==> src/rtl/instr_fetch_unit.sv <==
// Fetch stage between the PC and decode: one outstanding imem read, {pc, instr} FIFO.
// Latency: request the cycle after credit appears; data visible to decode the cycle after rvalid.
// Backpressure: no new request unless the FIFO has room after this cycle's push/pop (credit).
//
// Ports:
//   clk, rst (sync, active-low)        clock and reset
//   pc_addr, flush -> inc_pc           PC interface; flush redirects and discards all work
//   imem_req/addr/gnt/rvalid/rdata     instruction memory req/gnt/rvalid handshake
//   if_valid/if_ready/if_instr/if_pc   FIFO head presented to decode
module instr_fetch_unit #(
   parameter int ADDR_W = 32,
   parameter int DATA_W = 32,
   parameter int DEPTH  = 2
) (
   input  logic              clk,
   input  logic              rst,
   input  logic [ADDR_W-1:0] pc_addr,
   input  logic              flush,
   output logic              inc_pc,
   output logic              imem_req,
   output logic [ADDR_W-1:0] imem_addr,
   input  logic              imem_gnt,
   input  logic              imem_rvalid,
   input  logic [DATA_W-1:0] imem_rdata,
   output logic              if_valid,
   input  logic              if_ready,
   output logic [DATA_W-1:0] if_instr,
   output logic [ADDR_W-1:0] if_pc
);

   localparam int PTR_W = (DEPTH > 1) ? $clog2(DEPTH) : 1;
   localparam int CNT_W = PTR_W + 1;

   typedef enum logic [1:0] {
      S_IDLE = 2'd0,
      S_REQ  = 2'd1,
      S_WAIT = 2'd2,
      S_DROP = 2'd3
   } state_t;

   state_t            state_q, state_d;
   logic [CNT_W-1:0]  count_q, count_d;
   logic [PTR_W-1:0]  rd_ptr_q, rd_ptr_d;
   logic [PTR_W-1:0]  wr_ptr_q, wr_ptr_d;
   logic [ADDR_W-1:0] pend_pc_q, pend_pc_d;
   logic [ADDR_W-1:0] pc_mem_q    [DEPTH];
   logic [DATA_W-1:0] instr_mem_q [DEPTH];

   logic              not_empty;
   logic              push;
   logic              pop;
   logic [CNT_W-1:0]  count_next;
   logic              credit;

   always_comb begin
      not_empty  = (count_q != '0);
      // A flush cancels both FIFO ports for this cycle; the FIFO is simply cleared.
      pop        = not_empty && if_ready && !flush;
      push       = (state_q == S_WAIT) && imem_rvalid && !flush;
      count_next = count_q + CNT_W'(push) - CNT_W'(pop);
      credit     = (count_next < CNT_W'(DEPTH));
   end

   always_comb begin
      state_d   = state_q;
      pend_pc_d = pend_pc_q;
      count_d   = count_next;
      rd_ptr_d  = pop  ? rd_ptr_q + 1'b1 : rd_ptr_q;
      wr_ptr_d  = push ? wr_ptr_q + 1'b1 : wr_ptr_q;

      if (flush) begin
         count_d  = '0;
         rd_ptr_d = '0;
         wr_ptr_d = '0;
      end

      unique case (state_q)
         S_IDLE: begin
            if (!flush && credit) state_d = S_REQ;
         end
         S_REQ: begin
            if (imem_gnt) begin
               pend_pc_d = pc_addr;
               // A grant that coincides with a flush still produces data later;
               // it must be swallowed in DROP.
               state_d   = flush ? S_DROP : S_WAIT;
            end else if (flush) begin
               state_d = S_IDLE;
            end
         end
         S_WAIT: begin
            if (imem_rvalid)  state_d = (!flush && credit) ? S_REQ : S_IDLE;
            else if (flush)   state_d = S_DROP;
         end
         S_DROP: begin
            // The orphaned response retires the outstanding request even if another
            // flush arrives alongside it; otherwise DROP would wait forever.
            if (imem_rvalid)  state_d = (!flush && credit) ? S_REQ : S_IDLE;
         end
         default: state_d = S_IDLE;
      endcase
   end

   // Outputs are forced to zero while reset is held.
   always_comb begin
      inc_pc    = rst && (flush || ((state_q == S_REQ) && imem_gnt));
      imem_req  = rst && !flush && (state_q == S_REQ);
      imem_addr = rst ? pc_addr : '0;
      if_valid  = rst && not_empty;
      if_instr  = rst ? instr_mem_q[rd_ptr_q] : '0;
      if_pc     = rst ? pc_mem_q[rd_ptr_q]    : '0;
   end

   always_ff @(posedge clk) begin
      if (!rst) begin
         state_q   <= S_IDLE;
         count_q   <= '0;
         rd_ptr_q  <= '0;
         wr_ptr_q  <= '0;
         pend_pc_q <= '0;
      end else begin
         state_q   <= state_d;
         count_q   <= count_d;
         rd_ptr_q  <= rd_ptr_d;
         wr_ptr_q  <= wr_ptr_d;
         pend_pc_q <= pend_pc_d;
      end
   end

   // Storage needs no reset: entries are only observed behind the count.
   always_ff @(posedge clk) begin
      if (rst && push) begin
         pc_mem_q[wr_ptr_q]    <= pend_pc_q;
         instr_mem_q[wr_ptr_q] <= imem_rdata;
      end
   end

   a_no_overflow: assert property (@(posedge clk) disable iff (!rst)
      !(push && !pop && (count_q == CNT_W'(DEPTH))));

endmodule
==> config.mk <==
export PLATFORM = sky130hd
export DESIGN_NAME = instr_fetch_unit
export DESIGN_NICKNAME = d
export VERILOG_FILES = /design/src/rtl/instr_fetch_unit.sv
export SDC_FILE = /design/constraint.sdc
export NUM_CORES = 1
export LEC_CHECK = 0
export CORE_MARGIN = 10
export CORE_UTILIZATION = 46
export CTS_BUF_LIST = sky130_fd_sc_hd__clkbuf_4 sky130_fd_sc_hd__clkbuf_8
export DETAILED_ROUTE_END_ITERATION = 7
export GPL_TIMING_DRIVEN = 0
export PLACE_DENSITY = 0.85
export SLEW_MARGIN = 20
export SYNTH_ARGS = -nofsm -noshare
export SYNTH_HDL_FRONTEND = slang
export SYNTH_SLANG_ARGS = --single-unit
==> constraint.sdc <==
create_clock -name clk -period 6.3 [get_ports clk]
set_clock_uncertainty 0.2 [all_clocks]
set_input_delay 1.26 -clock clk [delete_from_list [all_inputs] [get_ports clk]]
set_output_delay 1.26 -clock clk [all_outputs]
set_load 0.02 [all_outputs]
# Word-level counts from Yosys, hierarchy flattened

Memory sizes are Yosys's and may differ from the RTL's. A register that Yosys moved wholly into a read port is not among the register bits.
Cells that the tools add are included.

Register bits after elaboration: 38
Input port bits: 70
Output and inout port bits: 99
Memory bits (writable): 128
Word-level logic and storage cells: 56
Memories: 2

Memories:

| memory      | depth | bits a word | read ports | clocked after memory_dff | write ports | line | source |
|---|---|---|---|---|---|---|---|
| instr_mem_q | 2     | 32          | 1          | 1                        | 1           | 47   | `logic [DATA_W-1:0] instr_mem_q [DEPTH];` |
| pc_mem_q    | 2     | 32          | 1          | 1                        | 1           | 46   | `logic [ADDR_W-1:0] pc_mem_q [DEPTH];` |

Add/subtract/negate cells: 4
Reduce and logical (&&, ||, !) cells: 18
Bitwise logic cells: 1
Equality and inequality tests: 7
Order comparisons: 1
Muxes and demuxes: 18

Operators with widths:

| cell                                                                   | number |
|---|---|
| 32-bit 2-to-1 mux                                                      | 3 |
| 2-bit 2-to-1 mux                                                       | 6 |
| 1-bit logical AND                                                      | 11 |
| 1-bit 2-to-1 mux                                                       | 8 |
| 2-bit case mux with 4 select lines                                     | 1 |
| 3-bit != test (second input constant)                                  | 2 |
| 2-bit equality test (second input constant)                            | 2 |
| 2-bit != test (second input constant)                                  | 2 |
| 4-bit AND reduction                                                    | 1 |
| 1-bit adder (second input constant)                                    | 2 |
| 2-bit by 1-bit adder with 2-bit output                                 | 1 |
| 2-bit by 1-bit equality test with 1-bit output (second input constant) | 1 |
| 2-bit zero test                                                        | 1 |
| 2-bit < comparator (second input constant)                             | 1 |
| 2-bit AND reduction                                                    | 1 |
| 2-bit nonzero test                                                     | 1 |
| 2-bit OR reduction                                                     | 1 |
| 2-bit by 1-bit subtractor with 2-bit output                            | 1 |
| 1-bit zero test                                                        | 1 |
| 1-bit logical OR                                                       | 1 |
| 1-bit NOT                                                              | 1 |

# Logic depth before layout (Yosys ltp)

Gate-level depths: netlist of the first run.

Depth in word-level cells: 10
Mapped depth: 8
Depth with buffers taken out: 8

# Worst setup path before layout of the first run

OpenSTA, ideal clock, no wires.

Path type: input port to flip-flop
From: input flush
To: memory instr_mem_q[0][0], enable pin
Buffers on the path: 1
Data required time: 5.535 ns
Arrival: 5.908 ns
Slack: -0.373 ns
Stages on the path: 3
Setup time: 0.565 ns
Cell sequence: nand2b_1 clkbuf_1 nor3_1

Cells in the longest elaborated chain, start to end: 5

RTL lines:

| element                                | line | source |
|---|---|---|
| start: declaration                     | 18   | `input logic flush,` |
| 1-bit zero test                        | 59   | `push = (state_q == S_WAIT) && imem_rvalid && !flush;` |
| 1-bit logical AND                      | 59   |  |
| 1-bit logical AND                      | 132  | `if (rst && push) begin` |
| 1-bit 2-to-1 mux                       | 132  |  |
| 1-bit 2-to-1 mux (not written as such) | 134  | `instr_mem_q[wr_ptr_q] <= imem_rdata;` |
| end: declaration                       | 47   |  |

No other way between the ends.

# Worst setup path in the final report of the first run

From: input rst
To: output if_pc[30]

Cells in the longest elaborated chain, start to end: 1

RTL lines:

| element            | line | source |
|---|---|---|
| start: declaration | 16   | `input logic rst,` |
| 32-bit 2-to-1 mux  | 111  | `if_pc = rst ? pc_mem_q[rd_ptr_q] : '0;` |
| end: declaration   | 28   | `output logic [ADDR_W-1:0] if_pc` |

No other way between the ends.

==> results of run 1 <==
## state kept, by name (all words and copies together), names as in the netlist, named ones only
signal       flops
wr_ptr_q         1
pc_mem_q        64
rd_ptr_q         1
pend_pc_q       32
count_q          2
instr_mem_q     64
state_q          2
## synthesized netlist by cell type (all sizes together)
cell type    n  share of area [%]
a21boi      33                3.7
a221oi       1               0.22
a311oi       1               0.13
and2        32                3.0
and3b        1               0.13
buf         15                1.6
clkbuf      14               0.78
dfxtp       39                 12
edfxtp     128                 57
ha           2               0.37
inv          3               0.17
mux2i       64                9.5
nand2       64                3.6
nand2b       3               0.28
nand3        1              0.074
nand3b       2               0.28
nor2         7               0.39
nor2b       64                5.9
nor3         2               0.15
nor3b        1               0.11
o21a         2               0.22
o21ai        1              0.074
o31ai        1               0.11
xnor2        2               0.26
xnor3        1               0.33
xor2         1               0.13
## stage by stage
stage | setup TNS, ns | instance area, um2 | power [mW]
finish | 0 | 9145 | 2.097
global route | 0 | 9145 | 2.180
CTS | 0 | 9145 | 2.118
detailed placement | 0 | 8791 | 1.441
global placement | -426.27 | 8661 | 1.435
floorplan | -47.69 | 6749 | 1.318
## cell families after synthesis
group                    Yosys count  synth area share, %
XOR/XNOR                           4               0.7231
AND/OR/NAND/NOR                  177                13.87
flip-flops                       167                68.52
buffers and inverters             32                2.595
adder cells (fa/ha/maj)            2               0.3707
multiplexers                      64                9.492
AO/OA/AOI/OAI                     39                4.431
## routing by layer
metal  vias up  share of wire (%)
met1      2031                 40
met5         -                  0
met3        25                6.4
li1       2099                  -
met4         0                1.9
met2       112                 52
## how the worst max path moves through the flow
stage,end,cells after the start
4_1_cts,if_pc[30],5
3_3_place_gp,instr_mem_q[0][24],4
3_5_place_dp,if_pc[30],5
5_1_grt,if_pc[30],5
2_1_floorplan,instr_mem_q[0][0],3
6_report,if_pc[30],5
## power by group
group	switching, mW	internal [mW]	leakage, nW	total, mW
sequential	0.00901	1.19	1.40	1.20
clock	0.354	0.329	0.185	0.684
combinational	0.0988	0.113	1.37	0.212
## layout make-up
cell class	count	area, um2
multi-input cells	286	1959
plain buffers	29	163.9
clock buffers	22	271.5
clock inverters	10	82.58
inverters	3	11.26
repair buffers	182	1802
flip-flops and latches	167	4624
fillers	1123	5334
well taps	184	230.2
## worst reg2reg max path, cell delays in order, from the launching register on
cell      delay, ns
dfxtp_1        0.48
nand3b_1       0.22
nor3_2         0.50
buf_6          0.23
buf_4          0.21
buf_4          0.23
==> flow_summary_export.csv, run 1 <==
group,metric,value,unit
run_status,outcome,"finished clean",
floorplan,top_ports,169,
global_routing,gr-total-overflow,0,
global_routing,via_count_of_the_first_global_routing_pass,4491,
route,routed-via-count,4267,
hold_path,hp-class,"reg -> reg",
critical_path,timing.critical_path.mode_cell,"clkdlybuf4s50_1",
timing,fin_crit_sh,79.03,%
floorplan,placeableCoreArea,14480,um2
timing,timing_worst_slew_pin_value,0.5300,ns
layout,final_core_utilization,63.16,%
hold_path,holdCritStartpoint,"pend_pc_q[17]",
synth,synth_seq_cells,167,
clock_network,number_of_gates_resized_after_cts,0,
critical_path,cp-startpoint,"rst",
synth,ys.warnings.count,0,
hold_path,hold_path_end,"pc_mem_q[1][17]",
global_routing,grt.met3_usage,4.736,%
clock_network,clock_latency,0.44,ns
timing,peak_clock_frequency_supported_by_timing,200.8,MHz
floorplan,initial_core_util,46.61,%
route,route.detailed.wl_per_inst,17.47,um
place,dpl.hpwl,11.82,mm
critical_path,crit_family,"buffers and inverters",
clock_network,clkSinkCount,167,
floorplan,die_y,141.1,um
critical_path,cp-start-kind,"input pin",
global_routing,grt_antenna_before_repair,0,
timing,finalWorstSetupSlack,1.321,ns
timing,slew_viol_final,0,
critical_path,worstPathRequired,4.84,ns
place,place.detailed.instances,851,
critical_path,worst-path-buf-inv,4,
clock_network,clk_transition_reported_paths,0.08,ns
pwr,power.static_leakage,2.961,nW
synth,synth.cell_area,6749,um2
critical_path,rr_worst_depth,5,
critical_path,crit_chain,"clkdlybuf4s50_1 > buf_2 > clkbuf_1 > nor2b_1 > clkdlybuf4s50_1",
layout,area_growth_syn_to_layout,35.50,%
clock_network,cts.hold.buffers_added,0,
clock_network,postCtsSetupRepairBufs,0,
timing,worst_slew_margin_rel,64.48,%
timing,final.hold.worst_slack,0.2530,ns
layout,post_route_cells_drive_above_1_share,9.156,%
route,ant_nets,0,
route,drt_wl_total,15.42,mm
critical_path,critPathArrivalTime,3.52,ns
synth,avgSynthCellArea,13.92,um2
critical_path,critical-path-max-stage-delay,0.64,ns
route,route.detailed.drc,0,
global_routing,grt_max_degree,17,
synth,synthDistinctLibCells,30,
clock_network,cts.root.buffer_cell,"clkbuf_8",
clock_network,cts_inserted_buffers,17,
clock_network,cts.path.max_buffers,2,
global_routing,groute.usage.overall,15.32,%
global_routing,grt.met2_usage,26.50,%
synth,synthesis.nets,557,
place,gp_congestion,0.8010,
clock_network,cts_max_level,4,
critical_path,critical_path_peak_fanout,10,
hold_path,worst_hold_path.num_cells,0,
timing,grt_setup_unrepaired,"false",
floorplan,die_area,19920,um2
route,drt_first_iter_violations,199,
pwr,worst_ir_drop_vdd,0.1480,mV
place,port_buffers,168,
timing,post-route-min-period,4.979,ns
floorplan,num_rows,44,
layout,layout_common_cells,"clkdlybuf4s50_1, edfxtp_1, mux2i_1, nor2b_1, nand2_1",
timing,final-setup-viol-count,0,
critical_path,r2r_slack,3.94,ns
critical_path,worst_setup_path_end_kind,"output pin",
place,post-place-ws,1.285,ns
critical_path,worst-setup-path-type,"in -> out",
layout,layoutNonFillerInstCount,883,
pwr,cellPowerDensity,229.3,nW/um2
floorplan,die_x,141.1,um
synth,sequential_area_share_after_synthesis,68.52,%
critical_path,worstReg2RegEnd,"pc_mem_q[1][12]",
critical_path,r2r-start,"state_q[1]",
critical_path,timing.critical_path.slowest_stage_cell,"clkdlybuf4s50_1",
job,cap_violations,0,
global_routing,top_usage_layer,"met2",
layout,most_common_library_cell_in_the_layout_ignoring_fill_and_taps,"clkdlybuf4s50_1",
synth,postSynthCellCount,485,
global_routing,grt_first_pass_wirelength,23.76,mm
route,detailedRoute.firstPassIterationCount,4,
timing,final_hold_viol_count,0,
layout,num_antenna_cells,0,
global_routing,grt.met1_usage,17.01,%
route,routed_via_density,4.832,
layout,finish.net_count,758,
clock_network,tritoncts_clock_tree,"done",
Power figures use the tool's default switching activity.
==> run 2: changes to the inputs <==
CORE_UTILIZATION = 51   (was 46)
PLACE_DENSITY = 0.88   (was 0.85)
clock period = 4.8 ns   (was 6.3 ns; I/O delays follow)
==> run 2 against run 1 <==
Sequential share of layout area down 0.71 points. Sequential power is 32% higher. Sequential cell count stayed put. Via count up 2.8%. Global-route usage up 2.2 points. Core utilization is 9.5 points higher. Register-to-register slack worse by 1.7 ns.
==> flow_summary_export.csv, run 2 (synthesized netlist as in run 1, its figures left out) <==
group,metric,value,unit
floorplan,placeableCoreArea,12770,um2
critical_path,cp-start-kind,"input pin",
pwr,power.static_leakage,3.030,nW
global_routing,grt_max_degree,17,
clock_network,clock_latency,0.45,ns
route,routedLengthMet1,5.860,mm
route,route.detailed.drc,0,
floorplan,die_y,135.0,um
critical_path,timing.critical_path.slowest_stage_cell,"clkdlybuf4s50_1",
layout,final_core_utilization,72.61,%
pwr,cellInternalPower,2.383,mW
pwr,pwr-share-seq,52.7,%
job,cap_violations,0,
clock_network,cts.hold.buffers_added,0,
route,routed_via_density,5.025,
layout,finish.net_count,760,
timing,setup_total_negative_slack,0,ns
critical_path,crit_chain,"clkdlybuf4s50_1 > buf_2 > clkbuf_1 > nor2b_1 > clkdlybuf4s50_1",
clock_network,clk_transition_reported_paths,0.08,ns
critical_path,worstPathRequired,3.64,ns
route,drt_wl_total,15.62,mm
route,topRoutingLayerUsed,"met5",
route,drt_first_iter_violations,177,
floorplan,die_x,135.0,um
layout,layout_common_cells,"clkdlybuf4s50_1, edfxtp_1, mux2i_1, nor2b_1, nand2_1",
place,port_buffers,168,
critical_path,crit_family,"buffers and inverters",
route,met3RoutedLength,972,um
floorplan,num_rows,41,
pwr,netSwitchingFraction,20.46,%
route,ant_nets,0,
global_routing,via_count_of_the_first_global_routing_pass,4550,
clock_network,cts.path.max_buffers,2,
timing,finalWorstSetupSlack,0.4837,ns
route,routed-via-count,4387,
layout,post_route_cells_drive_above_1_share,9.558,%
global_routing,groute.usage.overall,17.53,%
critical_path,worst_setup_path_end_kind,"output pin",
layout,num_antenna_cells,0,
layout,most_common_library_cell_in_the_layout_ignoring_fill_and_taps,"clkdlybuf4s50_1",
floorplan,top_ports,169,
global_routing,grt_first_pass_wirelength,24.50,mm
clock_network,number_of_gates_resized_after_cts,0,
timing,final-setup-viol-count,0,
critical_path,timing.critical_path.mode_cell,"clkdlybuf4s50_1",
layout,area_growth_syn_to_layout,37.43,%
pwr,worst_ir_drop_vdd,0.2032,mV
clock_network,tritoncts_clock_tree,"done",
route,detailedRoute.firstPassIterationCount,4,
pwr,part_of_the_power_in_combinational_logic,9.4,%
pwr,switching_power,0.6129,mW
hold_path,hp-class,"reg -> reg",
clock_network,postCtsSetupRepairBufs,0,
pwr,cellPowerDensity,323.0,nW/um2
place,post-place-ws,0.4696,ns
clock_network,cts.root.buffer_cell,"clkbuf_8",
timing,slew_viol_final,0,
place,gp_congestion,0.7806,
place,dpl.hpwl,12.04,mm
route,detailroute.wirelength.met2,8.465,mm
floorplan,initial_core_util,52.84,%
critical_path,worst-path-buf-inv,4,
run_status,outcome,"finished clean",
pwr,clkPwrFrac,38.0,%
critical_path,worst-setup-path-type,"in -> out",
critical_path,critical_path_peak_fanout,10,
timing,post-route-min-period,4.316,ns
global_routing,gr-total-overflow,0,
timing,grt_setup_unrepaired,"false",
clock_network,cts_inserted_buffers,17,
clock_network,clkSinkCount,167,
global_routing,grt_antenna_before_repair,1,
critical_path,critical-path-max-stage-delay,0.64,ns
timing,timing_worst_slew_pin_value,0.6750,ns
layout,largestRegisters,"instr_mem_q x64, pc_mem_q x64, pend_pc_q x32",
clock_network,cts_max_level,4,
critical_path,critPathArrivalTime,3.16,ns
timing,worst_slew_margin_rel,54.76,%
route,route.detailed.wl_per_inst,17.90,um
timing,fin_crit_sh,89.92,%
timing,final_hold_viol_count,0,
timing,peak_clock_frequency_supported_by_timing,231.7,MHz
floorplan,die_area,18230,um2
[run 2: per-stage QoR]
step / area [um2] / std cells / power (mW) / hold slack, ns
after global routing: 9275 / 873 / 3.098 / 0.2677
after detailed placement: 8810 / 841 / 1.892 / 0.2403
final: 9275 / 873 / 2.996 / 0.2549
after floorplan: 6749 / 485 / 1.730 / 0.2254
after global placement: 8646 / 825 / 1.883 / 0.2301
after CTS: 9275 / 873 / 3.022 / 0.2586
[run 2: power by group through the flow]
stage               registers (mW)  clock network (mW)  logic, mW
floorplan                     1.61                   0      0.122
global route                  1.58                1.22      0.299
finish                        1.58                1.14      0.280
detailed placement            1.61                   0      0.281
CTS                           1.58                1.16      0.283
global placement              1.61                   0      0.274
[run 2: worst paths after layout]
path                 startpoint                  to  slack [ns]  cells past startpoint
setup / recovery            rst           if_pc[13]        0.48                      5
hold / removal    pend_pc_q[12]     pc_mem_q[0][12]        0.25                      0
setup reg to reg     state_q[1]  instr_mem_q[1][10]        2.28                      6
hold reg to reg   pend_pc_q[12]     pc_mem_q[0][12]        0.25                      0
[run 2: cell type report]
class / count / area [um2]
flip-flops and latches: 167 / 4624
fillers: 855 / 3498
multi-input cells: 286 / 1959
repair buffers: 184 / 1836
clock buffers: 24 / 292.8
well taps: 172 / 215.2
clock inverters: 8 / 172.7
plain buffers: 29 / 163.9
inverters: 3 / 11.26
[run 2: layer usage]
| layer | GRT usage (%) | up-vias |
|---|---|---|
| met1 | 18.58 | 2137 |
| met2 | 31.76 | 118 |
| met5 | 0 | - |
| met3 | 5.193 | 24 |
| met4 | 7.117 | 2 |
| li1 | - | 2106 |
